<file path="config.mk">
export PLATFORM = sky130hd
export DESIGN_NAME = alu_logic_result_stage
export DESIGN_NICKNAME = d
export VERILOG_FILES = /design/src/rtl/alu_logic_result_stage.sv
export SDC_FILE = /design/constraint.sdc
export NUM_CORES = 1
export LEC_CHECK = 0
export CAP_MARGIN = 0
export CORE_MARGIN = 2
export CORE_UTILIZATION = 56
export CTS_BUF_LIST = sky130_fd_sc_hd__clkbuf_4
export DETAILED_ROUTE_END_ITERATION = 10
export PLACE_DENSITY_LB_ADDON = 0.05
export SYNTH_ARGS = -nofsm -noshare
export SYNTH_HDL_FRONTEND = slang
export SYNTH_SLANG_ARGS = --single-unit
</file>
<file path="constraint.sdc">
create_clock -name clk -period 3.1 [get_ports clk]
set_input_delay 0.62 -clock clk [delete_from_list [all_inputs] [get_ports clk]]
set_output_delay 0.62 -clock clk [all_outputs]
set_load 0.03 [all_outputs]
</file>
<file path="src/rtl/alu_logic_result_stage.sv">
// Result stage behind the ALU XOR/XNOR units: selects the per-op result, derives
// zero/parity/popcount flags and buffers everything in a small first-word-fall-through FIFO.
module alu_logic_result_stage #(
  parameter int unsigned WIDTH = 16,
  parameter int unsigned DEPTH = 2
) (
  input  logic                         clk,
  input  logic                         rst_n,
  input  logic                         in_valid,
  output logic                         in_ready,
  input  logic                         op_sel,
  input  logic [WIDTH-1:0]             xor_in,
  input  logic [WIDTH-1:0]             xnor_in,
  output logic                         out_valid,
  input  logic                         out_ready,
  output logic [WIDTH-1:0]             out_data,
  output logic                         out_zero,
  output logic                         out_parity,
  output logic [$clog2(WIDTH+1)-1:0]   out_ones,
  output logic [$clog2(DEPTH+1)-1:0]   count,
  output logic                         overflow_err,
  input  logic                         err_clr
);

  localparam int unsigned ONES_W = $clog2(WIDTH + 1);
  localparam int unsigned CNT_W  = $clog2(DEPTH + 1);
  localparam int unsigned PTR_W  = (DEPTH > 1) ? $clog2(DEPTH) : 1;

  logic [WIDTH-1:0]  data_mem   [DEPTH];
  logic              zero_mem   [DEPTH];
  logic              parity_mem [DEPTH];
  logic [ONES_W-1:0] ones_mem   [DEPTH];

  logic [PTR_W-1:0]  wr_ptr;
  logic [PTR_W-1:0]  rd_ptr;
  logic [CNT_W-1:0]  count_q;
  logic              err_q;

  logic [WIDTH-1:0]  sel_data;
  logic              sel_zero;
  logic              sel_parity;
  logic [ONES_W-1:0] sel_ones;
  logic              push;
  logic              pop;

  // Flags are derived once at push time and travel with the entry.
  always_comb begin
    sel_data = op_sel ? xnor_in : xor_in;
    sel_ones = '0;
    for (int unsigned i = 0; i < WIDTH; i++) begin
      sel_ones = sel_ones + ONES_W'(sel_data[i]);
    end
    sel_parity = ^sel_data;
    sel_zero   = (sel_ones == '0);
  end

  // Ready depends on occupancy only, so a full buffer refuses a push even during a pop.
  always_comb begin
    in_ready  = (count_q < CNT_W'(DEPTH));
    out_valid = (count_q != '0);
    push      = in_valid & in_ready;
    pop       = out_valid & out_ready;
  end

  always_comb begin
    out_data   = '0;
    out_zero   = 1'b0;
    out_parity = 1'b0;
    out_ones   = '0;
    if (out_valid) begin
      out_data   = data_mem[rd_ptr];
      out_zero   = zero_mem[rd_ptr];
      out_parity = parity_mem[rd_ptr];
      out_ones   = ones_mem[rd_ptr];
    end
  end

  always_comb begin
    count        = count_q;
    overflow_err = err_q;
  end

  always_ff @(posedge clk) begin
    if (push) begin
      data_mem[wr_ptr]   <= sel_data;
      zero_mem[wr_ptr]   <= sel_zero;
      parity_mem[wr_ptr] <= sel_parity;
      ones_mem[wr_ptr]   <= sel_ones;
    end
  end

  always_ff @(posedge clk or negedge rst_n) begin
    if (!rst_n) begin
      wr_ptr  <= '0;
      rd_ptr  <= '0;
      count_q <= '0;
    end else begin
      if (push) begin
        wr_ptr <= wr_ptr + PTR_W'(1);
      end
      if (pop) begin
        rd_ptr <= rd_ptr + PTR_W'(1);
      end
      if (push && !pop) begin
        count_q <= count_q + CNT_W'(1);
      end else if (pop && !push) begin
        count_q <= count_q - CNT_W'(1);
      end
    end
  end

  // A new violation takes priority over a clear issued in the same cycle.
  always_ff @(posedge clk or negedge rst_n) begin
    if (!rst_n) begin
      err_q <= 1'b0;
    end else if (in_valid && !in_ready) begin
      err_q <= 1'b1;
    end else if (err_clr) begin
      err_q <= 1'b0;
    end
  end

endmodule
</file>
==> flow_summary.toml, run 1 <==
[sta]
slew_viol_final = 0
post-route-min-period_ns = 4.13
fin_ws_ns = -1.03
finalSetupViolations = 12
worst_slew_pin_slew_ns = 0.439
fin_skew_ns = 0.0152
hold_viol = 0
fin_crit_sh = 1.33
grt_setup_unrepaired = "yes"
slew_headroom = 0.707
fmax_mhz = 242
tns_ns = -10.04

[logic_synthesis]
synth_cells = 199
synth.distinct_cells = 27
synth_top_area_cell = "edfxtp_1"
yosys_warnings = 0
synth.yosys.seq_area_share = 0.540
mappedNetlistArea_um2 = 2790
synth_area_leaders = "edfxtp_1 49%, mux2i_1 11%, fa_1 7.2%"
synth_top_area_frac = 0.495
avgSynthCellArea_um2 = 14.0
syn_nets = 254
ys_ff_latch = 51

[power_and_ir_drop]
powerDensity_nw_per_um2 = 974
vdd_drop_max_mv = 0.855
report.power.total_mw = 3.88
p_leak_nw = 1.72

[global_routing]
antenna_found_initial = 0
grt_usage = 0.221
grt_pass1_vias = 1842
grt_max_degree = 25
overflow = 0
grt_pass1_wl_um = 8820

[min_path]
hp-class = "input port to asynchronous set/reset pin"

[outcome]
violations = "setup timing"
status = "complete, but fails checks"

[clock_network]
cts-htree-levels = 2
clock_path_buffers = 2
cts_tree = "done"
cts.sinks = 51
cts_made_buffers = 5
clkLatencyLatePin_ns = 0.36
clk_pin_slew_ns = 0.15
hold_buffers = 0
cts-root-buf = "clkbuf_4"

[floorplanning]
die_x_um = 74.6
fp.dieH_um = 74.6
die_area_um2 = 5570
fp-row-count = 25
core_area_um2 = 4750
start_util = 0.587
io_pins = 66

[layout]
syn2layout_area_growth_pct = 42.8
layout_common_cells = "46 x edfxtp_1, 46 x clkdlybuf4s50_1, 37 x buf_4, 27 x mux2i_1, 25 x nor2_1"
seq_area_um2 = 1510
antenna_cells = 0
multiInputGateArea_um2 = 1240
fillers = 282
drive_above_1_share = 0.265
nNetsFinal = 360

[worst_setup_path]
critPathRequiredTime_ns = 3.22
timing.rr.end = "count[1]"
crit_path_start_kind = "input port"
crit_buf_inv = 7
cp_cell_sequence = "buf_12 -> buf_12 -> buf_6 -> mux2i_4 -> fa_1 -> inv_1 -> fa_1 -> inv_2 -> fa_2 -> fa_1 -> inv_2 -> ha_4 -> inv_2 -> fa_2 -> nor2b_1 -> o21a_1 -> nor4_4"
cp.arrival_ns = 4.25
setup.worst_path.end_class = "flop"
worstPathMaxFanout = 6
cp_slowest_cell = "fa_1"
max_stage_delay_ns = 0.53
setup.worst_path.class = "input port to flop"
r2r_slack_ns = 1.40
rr_worst_depth = 7
r2r-start = "count[0]"
critPathTopFamily = "adder cells"

[drt]
wl_um = 5970
drt-initial-drc-count = 85
ant_nets = 0
vias = 1880
via_per_inst = 5.04
firstDrtPassIters = 4
drc = 0
wl_per_cell_um = 16.0

[place]
portBuffers = 65
routabilityCongestion = 0.763
hpwl_um = 4180

[run]
drv_cap = 0
## per-stage QoR
stage               worst slack (ns)  std cells   util  hold slack, ns  cell area (um^2)
finish                         -1.03        373  0.838           0.451              3990
global route                   -1.15        373  0.838           0.449              3990
CTS                            -1.18        371  0.822           0.449              3910
detailed placement             -1.83        359  0.796           0.499              3780
global placement               -1.72        359  0.796           0.487              3780
floorplan                      -1.26        199      -           0.324              2830
## power breakdown
| part | leakage, nW | switching, mW | internal [mW] |
|---|---|---|---|
| Clock | 0.0317 | 0.203 | 0.0967 |
| Sequential | 0.483 | 0.0586 | 1.03 |
| Combinational | 1.21 | 1.33 | 1.17 |
| Total | 1.72 | 1.59 | 2.29 |
## worst max-delay path by stage
stage	start	to	cells past startpoint	slack, ns
4_1_cts	op_sel	zero_mem[1]	14	-1.18
6_report	op_sel	zero_mem[1]	17	-1.03
3_3_place_gp	op_sel	zero_mem[0]	14	-1.72
5_1_grt	op_sel	zero_mem[1]	17	-1.15
3_5_place_dp	op_sel	zero_mem[0]	14	-1.83
2_1_floorplan	op_sel	zero_mem[0]	14	-1.26
## cells by family after synthesis
logic type / Yosys count / synth area share
AO/OA/AOI/OAI: 4 / 0.00896
XOR/XNOR: 20 / 0.0829
adder cells (fa/ha/maj): 17 / 0.103
buffers and inverters: 33 / 0.0538
flip-flops: 51 / 0.540
multiplexers: 41 / 0.162
AND/OR/NAND/NOR: 33 / 0.0498
## registers in the layout, summed over array words and instances (netlist names)
signal and count:
wr_ptr 1, rd_ptr 1, overflow_err 1, data_mem 32
count 2, ones_mem 10, zero_mem 2, parity_mem 2
## cell usage after synthesis
cell type and count:
edfxtp_1 46, mux2i_1 30, inv_1 26, nor2_1 25, xnor2_1 11, fa_1 10, ha_1 7, mux2_2 7
dfrtp_1 5, xor2_1 4, clkbuf_1 3, nor2b_1 3, xnor3_1 3, buf_2 2, mux2i_2 2, mux2i_4 2
nand2_1 2, xnor2_2 2, a21o_1 1, a21oi_1 1, and2_1 1, buf_12 1, buf_6 1, nand2b_1 1
nor4_1 1, o21a_1 1, o21ai_0 1
## layer usage
| layer | global-route usage | share of wire | vias to the layer above |
|---|---|---|---|
| li1 | - | - | 888 |
| met1 | 0.299 | 0.41 | 923 |
| met2 | 0.377 | 0.52 | 63 |
| met3 | 0.0434 | 0.063 | 6 |
| met4 | 0.0476 | 0.0087 | 0 |
| met5 | 0 | 0 | - |
## final cells by class
type,count,area share
flip-flops and latches,51,0.378
clock buffers,6,0.0113
clock inverters,2,0.00314
multi-input cells,115,0.312
well taps,67,0.0210
inverters,26,0.0245
repair buffers,106,0.250
## what timing repair did
action | in CTS | in global routing
gates cloned | 1 | 0
endpoints found under the setup margin | 12 | 12
pin swaps | 8 | 15
gates resized for setup | 32 | 13
setup buffers | 3 | 2
No activity file was read; power rests on OpenSTA's default activity.
==> inputs of run 2 (changes only) <==
--- a/config.mk
+++ b/config.mk
@@ -8,8 +8,9 @@
 export CAP_MARGIN = 0
 export CORE_MARGIN = 2
 export CORE_UTILIZATION = 56
-export CTS_BUF_LIST = sky130_fd_sc_hd__clkbuf_4
+export CTS_BUF_LIST = sky130_fd_sc_hd__clkbuf_8
 export DETAILED_ROUTE_END_ITERATION = 10
+export HOLD_SLACK_MARGIN = 0.03
 export PLACE_DENSITY_LB_ADDON = 0.05
 export SYNTH_ARGS = -nofsm -noshare
 export SYNTH_HDL_FRONTEND = slang
==> run 2 against run 1 <==
Against the previous run: the run still ends with setup timing left; hold slack improved by 0.057 ns; routed wire length increased by 3.0%; global-route usage increased by 0.29 points; critical path depth decreased by 2; critical path type unchanged; flip-flop and latch count unchanged.
==> flow_summary.toml, run 2 (same netlist as run 1, synthesis figures left out) <==
[global_routing]
grt_usage = 0.224
overflow = 0
grt_pass1_wl_um = 8870
grt_max_degree = 25
antenna_found_initial = 0
grt_pass1_vias = 1872

[place]
hpwl_um = 4180
routabilityCongestion = 0.763
placedCellCount = 359
portBuffers = 65

[power_and_ir_drop]
p_leak_nw = 1.74
powerDensity_nw_per_um2 = 985
report.power.total_mw = 3.95
vdd_drop_max_mv = 1.18

[worst_setup_path]
cp.arrival_ns = 4.32
crit_buf_inv = 5
worstPathMaxFanout = 6
critPathRequiredTime_ns = 3.15
max_stage_delay_ns = 0.54
setup.worst_path.class = "input port to flop"
cp_slowest_cell = "fa_2"
cp_cell_sequence = "buf_12 -> buf_12 -> mux2_4 -> fa_1 -> fa_2 -> inv_2 -> fa_1 -> fa_1 -> inv_2 -> ha_4 -> inv_2 -> fa_2 -> nor2b_1 -> o21a_1 -> nor4_4"
crit_path_start_kind = "input port"
setup.worst_path.end_class = "flop"
critPathTopFamily = "adder cells"

[layout]
fillers = 276
antenna_cells = 0
multiInputGateArea_um2 = 1240
layout_common_cells = "46 x edfxtp_1, 46 x clkdlybuf4s50_1, 37 x buf_4, 27 x mux2i_1, 25 x nor2_1"
drive_above_1_share = 0.258
largest_reg_flops = 32
utilization = 0.843
syn2layout_area_growth_pct = 43.7
final_cells = 373
nNetsFinal = 360
largest_register = "data_mem"
seq_area_um2 = 1510
largestRegisters = "data_mem: 32 flops, ones_mem: 10 flops"

[sta]
grt_setup_unrepaired = "yes"
fin_crit_sh = 1.38
slew_headroom = 0.706
worst_slew_pin_slew_ns = 0.442
whs_ns = 0.508
fin_ws_ns = -1.17
post-route-min-period_ns = 4.27
slew_viol_final = 0
finalSetupViolations = 12
fin_skew_ns = 0.00992
fmax_mhz = 234
hold_viol = 0

[floorplanning]
core_area_um2 = 4750
die_area_um2 = 5570
io_pins = 66
start_util = 0.587
fp.dieH_um = 74.6
die_x_um = 74.6
fp-row-count = 25

[outcome]
status = "complete, but fails checks"
violations = "setup timing"

[drt]
wl_um = 6140
drt-initial-drc-count = 114
via_per_inst = 5.04
drc = 0
wl_per_cell_um = 16.5
firstDrtPassIters = 4
ant_nets = 0
vias = 1881

[min_path]
hp-class = "flop to flop"

[clock_network]
clock_path_buffers = 2
cts.sinks = 51
cts_tree = "done"
clk_pin_slew_ns = 0.09
clkLatencyLatePin_ns = 0.30
cts-htree-levels = 2
cts-root-buf = "clkbuf_8"
cts_made_buffers = 5

[run]
drv_cap = 0
-- run 2: cell count changes in the layout (fill, tap and decap cells not counted), sizes merged --
| cell | previous run | this run |
|---|---|---|
| inv | 26 | 27 |
| clkbuf | 6 | 5 |
-- run 2: what timing repair did --
item	CTS	global route
resized for setup	32	13
endpoints found under the setup margin	12	12
buffers inserted	3	3
gates cloned	1	0
pin swaps	8	9
hold buffers	0	0
hold endpoints to repair	0	0
-- run 2: report_power, final --
part | internal [mW] | total (mW) | leakage, nW | switching, mW
Clock | 0.155 | 0.363 | 0.0453 | 0.209
Combinational | 1.16 | 2.50 | 1.21 | 1.34
Sequential | 1.03 | 1.09 | 0.483 | 0.0592
Total | 2.34 | 3.95 | 1.74 | 1.61
-- run 2: path summary, 6_finish.rpt --
| kind | startpoint | to | slack (ns) | cells past startpoint |
|---|---|---|---|---|
| worst max-delay path | op_sel | zero_mem[1] | -1.17 | 15 |
| worst min-delay path | wr_ptr | wr_ptr | 0.51 | 1 |
| worst max register to register | count[0] | count[1] | 1.42 | 7 |
| worst min register to register | wr_ptr | wr_ptr | 0.51 | 1 |
| max in group asynchronous | rst_n | rd_ptr | 2.38 | 1 |
| min in group asynchronous | rst_n | overflow_err | 0.53 | 1 |
-- run 2: area by class of cell --
type / instances / area share
Clock inverter: 3 / 0.00406
Timing Repair Buffer: 106 / 0.249
Tap cell: 67 / 0.0209
Clock buffer: 5 / 0.0172
Inverter: 26 / 0.0243
Sequential cell: 51 / 0.376
Multi-Input combinational cell: 115 / 0.309
-- run 2: routing by layer --
layer  up-vias  track usage  part of all wire  wire, um
met5         -            0                 0         0
met4         0       0.0595             0.010        64
met3         6       0.0434             0.056       342
met2        77        0.383              0.52      3200
met1       910        0.296              0.41      2540
li1        888            -                 -         -
-- run 2: through the flow --
step	cell area [um^2]	TNS, ns	setup slack (ns)
after global routing	4010	-12.13	-1.26
after CTS	3940	-11.96	-1.28
after detailed placement	3780	-19.42	-1.83
final	4010	-11.33	-1.17
after floorplan	2830	-12.27	-1.26
after global placement	3780	-18.37	-1.72
==> inputs of run 3 (changes only) <==
--- a/config.mk
+++ b/config.mk
@@ -5,10 +5,10 @@
 export SDC_FILE = /design/constraint.sdc
 export NUM_CORES = 1
 export LEC_CHECK = 0
-export CAP_MARGIN = 0
+export CAP_MARGIN = 10
 export CORE_MARGIN = 2
 export CORE_UTILIZATION = 56
-export CTS_BUF_LIST = sky130_fd_sc_hd__clkbuf_8
+export CTS_BUF_LIST = sky130_fd_sc_hd__clkbuf_2
 export DETAILED_ROUTE_END_ITERATION = 10
 export HOLD_SLACK_MARGIN = 0.03
 export PLACE_DENSITY_LB_ADDON = 0.05
==> run 3 against run 2 <==
Against the previous run: the run still ends with setup timing left; flip-flop and latch count stayed put; hold slack got worse by 0.15 ns; register-to-register slack lost 0.03 ns; worst setup slack better by 0.23 ns; largest cell class unchanged.
==> flow_summary.toml, run 3 (same netlist as run 1, synthesis figures left out) <==
[outcome]
status = "complete, but fails checks"
violations = "setup timing"

[place]
hpwl_um = 4180
routabilityCongestion = 0.763
post-place-ws_ns = -1.83
portBuffers = 65

[layout]
utilization = 0.835
largest_reg_flops = 32
largestRegisters = "data_mem: 32 flops, ones_mem: 10 flops"
drive_above_1_share = 0.265
syn2layout_area_growth_pct = 42.2
seq_area_um2 = 1510
largest_register = "data_mem"
layout_common_cells = "46 x edfxtp_1, 46 x clkdlybuf4s50_1, 37 x buf_4, 27 x mux2i_1, 25 x nor2_1"
nNetsFinal = 360
antenna_cells = 0
fillers = 284
multiInputGateArea_um2 = 1240

[global_routing]
grt_pass1_wl_um = 8830
grt_max_degree = 25
antenna_found_initial = 0
grt_usage = 0.220
grt_pass1_vias = 1839
overflow = 0

[drt]
drc = 0
vias = 1896
drt-initial-drc-count = 108
via_per_inst = 5.08
wl_per_cell_um = 16.2
firstDrtPassIters = 4
ant_nets = 0
wl_um = 6030

[sta]
slew_viol_final = 0
hold_viol = 0
post-route-min-period_ns = 4.04
fin_crit_sh = 1.30
worst_slew_pin_slew_ns = 0.443
fin_skew_ns = 0.0140
fmax_mhz = 247
fin_ws_ns = -0.942
grt_setup_unrepaired = "yes"
slew_headroom = 0.705
finalSetupViolations = 12

[floorplanning]
die_area_um2 = 5570
core_area_um2 = 4750
fp.dieH_um = 74.6
die_x_um = 74.6
io_pins = 66
fp-row-count = 25
start_util = 0.587

[clock_network]
clock_path_buffers = 2
clkLatencyLatePin_ns = 0.43
hold_buffers = 0
cts_tree = "done"
cts-root-buf = "clkbuf_2"
cts_made_buffers = 5
clk_pin_slew_ns = 0.25
cts-htree-levels = 2
cts.sinks = 51

[worst_setup_path]
setup.worst_path.class = "input port to flop"
worstPathMaxFanout = 6
crit_path_start_kind = "input port"
setup.worst_path.end_class = "flop"
critPathRequiredTime_ns = 3.36
cp.arrival_ns = 4.31
rr_worst_depth = 7

[power_and_ir_drop]
powerDensity_nw_per_um2 = 970
p_leak_nw = 1.72
vdd_drop_max_mv = 0.855

[run]
drv_cap = 0

[min_path]
hp-class = "input port to asynchronous set/reset pin"
-- run 3: worst paths after layout --
| path | slack, ns | startpoint | endpoint |
|---|---|---|---|
| max in group asynchronous | 2.56 | rst_n | rd_ptr |
| min in group clk | 0.53 | wr_ptr | wr_ptr |
| max | -0.94 | op_sel | zero_mem[1] |
| max reg2reg | 1.39 | count[0] | count[1] |
| min reg2reg | 0.53 | wr_ptr | wr_ptr |
| min | 0.36 | rst_n | overflow_err |
-- run 3: metal layers --
metal	wire length (um)	vias up	part of all wire	global-route usage
met3	318	8	0.053	0.0393
met1	2520	928	0.42	0.299
met4	70	0	0.012	0.0476
met2	3120	74	0.52	0.376
li1	-	886	-	-
met5	0	-	0	0
-- run 3: critical path: stages --
cell,delay (ns)
buf_12,0.11
buf_12,0.13
mux2_4,0.31
fa_1,0.49
fa_2,0.54
inv_2,0.04
fa_2,0.56
fa_1,0.42
inv_2,0.08
ha_4,0.13
inv_2,0.04
fa_2,0.38
xnor2_4,0.16
nor4_4,0.29
-- run 3: where the power goes --
| part | internal (mW) | leakage, nW | switching (mW) |
|---|---|---|---|
| logic | 1.17 | 1.21 | 1.33 |
| clock network | 0.0574 | 0.0290 | 0.209 |
| registers | 1.03 | 0.483 | 0.0587 |
-- run 3: repair_timing --
item / in CTS / in global routing
pin swaps: 8 / 15
resized for setup: 32 / 13
buffers inserted: 3 / 2
setup endpoints to repair: 12 / 12
gates cloned: 1 / 0
-- run 3: cell type report --
cell class | instances | area share
sequential | 51 | 0.379
multi-input combinational | 115 | 0.313
timing repair buffer | 106 | 0.251
inverter | 26 | 0.0246
tap | 67 | 0.0211
clock buffer | 6 | 0.00756
clock inverter | 2 | 0.00315
-- run 3: through the flow --
step           TNS (ns)  std cells  power [mW]  cell area [um^2]  hold slack [ns]
6_report          -8.94        373        3.85              3970            0.357
5_1_grt           -9.82        373        4.08              3970            0.345
4_1_cts           -9.83        371        3.66              3890            0.355
3_5_place_dp     -19.42        359        3.35              3780            0.499
3_3_place_gp     -18.37        359        3.28              3780            0.487
2_1_floorplan    -12.27        199        2.50              2830            0.324
==> variant: new RTL, config.mk and constraints of run 2 <==
The parameter `DEPTH` goes from 2 to 4.
--- a/src/rtl/alu_logic_result_stage.sv
+++ b/src/rtl/alu_logic_result_stage.sv
@@ -4,3 +4,3 @@
   parameter int unsigned WIDTH = 16,
-  parameter int unsigned DEPTH = 2
+  parameter int unsigned DEPTH = 4
 ) (
Interface: changed (resized count); port bits go from 66 to 67. The function was not compared with the original's and may differ.
==> variant against run 2 <==
- the run still ends with negative setup slack left
- wire length increased by 41%
- worst setup slack improved by 150 ps
- count of clock-buffer cells in the layout is 4 higher
- utilization is 11 points lower
- total power increased by 55%
- final area rose by 51%
- sequential cell count grew 49
- maximum frequency grew 3.8%
- area after synthesis is 70% higher
- die area grew 65%
==> variant: results (changes against run 2) <==
stage	metric	value	unit	change
status	status	finished, violations left		unchanged
status	failing checks	negative setup slack		unchanged
yosys	Seq/Total Area, Yosys	0.6261		was 0.5397
yosys	syn nets	326		was 254
yosys	Yosys top cell area share	0.5838		was 0.4948
cells_and_area	final net count	432		was 360
min_path	Hold Crit Class	input port to async pin		was flip-flop to flip-flop
grt	first-pass GRT wire length	13440	um	was 8873 um
worst_setup_path	R2R cell count	9		was 7
yosys	FFs w/ async S/R, synth	0.08000		was 0.09804
route	Iter 0 DRT Violations	98		was 114
worst_setup_path	r2r setup slk	750	ps	was 1420 ps
worst_setup_path	reg2reg end	count[2]$_DFFE_PN0P_		was count[1]$_DFFE_PN0P_
worst_setup_path	CP max FO	5		was 6
route	Via Count	2533		was 1881
place	port bufs	66		was 65
timing	Sum Neg Setup Slack	-18910	ps	was -11330 ps
route	Routed WL per cell	18.00	um	was 16.47 um
worst_setup_path	max incr delay on CP	560	ps	was 540 ps
place	Detail Placement HPWL	5680	um	was 4178 um
grt	total global routing track utilization	0.2072		was 0.2242
yosys	Commonest cells post-synth	edfxtp_1, and2_1, inv_1, mux4_2		was edfxtp_1, mux2i_1, inv_1, nor2_1, xnor2_1
place	Placed Cells	461		was 359
grt	largest net degree at the start of global routing	27		was 25
timing	# setup viols final	24		was 12
timing	hold_ws	521.5	ps	was 507.5 ps
cts	CTS buffer count	9		was 5
yosys	Post-synth EDFFs	92		was 46
place	Setup WS pre-CTS	-2009	ps	was -1834 ps
place	Post-DP Area	5767	sq um	was 3784 sq um
timing	worst setup margin	-1017	ps	was -1172 ps
==> variant: cell types whose count changed after synthesis, moves of 2 or more <==
cell | run 2 | this run
nor2_1 | 25 | 1
ha_1 | 7 | 11
mux4_2 | 0 | 23
edfxtp_1 | 46 | 92
xor2_1 | 4 | 6
and2_1 | 1 | 27
dfrtp_1 | 5 | 8
mux2i_1 | 30 | 7
clkbuf_1 | 3 | 7
==> variant: kinds of logic (layout without fill, tap and decap cells) <==
logic type / count (synthesis) / after routing / share of synthesized area
AND/OR/NAND/NOR: 37 / 37 / 0.04654
XOR/XNOR: 21 / 21 / 0.04918
AO/OA/AOI/OAI: 5 / 5 / 0.006346
adder cells (fa/ha/maj): 22 / 22 / 0.07562
multiplexers: 42 / 42 / 0.1594
flip-flops: 100 / 100 / 0.6261
buffers and inverters: 39 / 150 / 0.03675
==> variant: layout make-up <==
type,count,area [sq um]
multi-input combinational,127,1704
inverter,27,101.3
sequential,100,2963
tap,105,131.4
clock inverter,7,61.31
clock buffer,9,123.9
fill,521,2170
timing repair buffer,107,962.2
==> variant: routing by layer <==
layer / vias up / GRT usage / part of all wire
met5: - / 0 / 0
met4: 0 / 0.07143 / 0.010
met3: 6 / 0.04229 / 0.035
met2: 64 / 0.3497 / 0.52
met1: 1281 / 0.2704 / 0.44
li1: 1182 / - / -
==> variant: power breakdown <==
part	internal [mW]	switching, mW
Clock	0.367	0.434
Sequential	1.91	0.0855
Combinational	1.61	1.70
Total	3.89	2.22
==> variant: timing repair <==
| action | 4_1_cts | 5_1_grt |
|---|---|---|
| setup endpoints to repair | 24 | 24 |
| endpoints found under the hold margin | 0 | 0 |
| gates resized for setup | 49 | 6 |
| pin swaps | 13 | 10 |
| setup buffers | 3 | 3 |
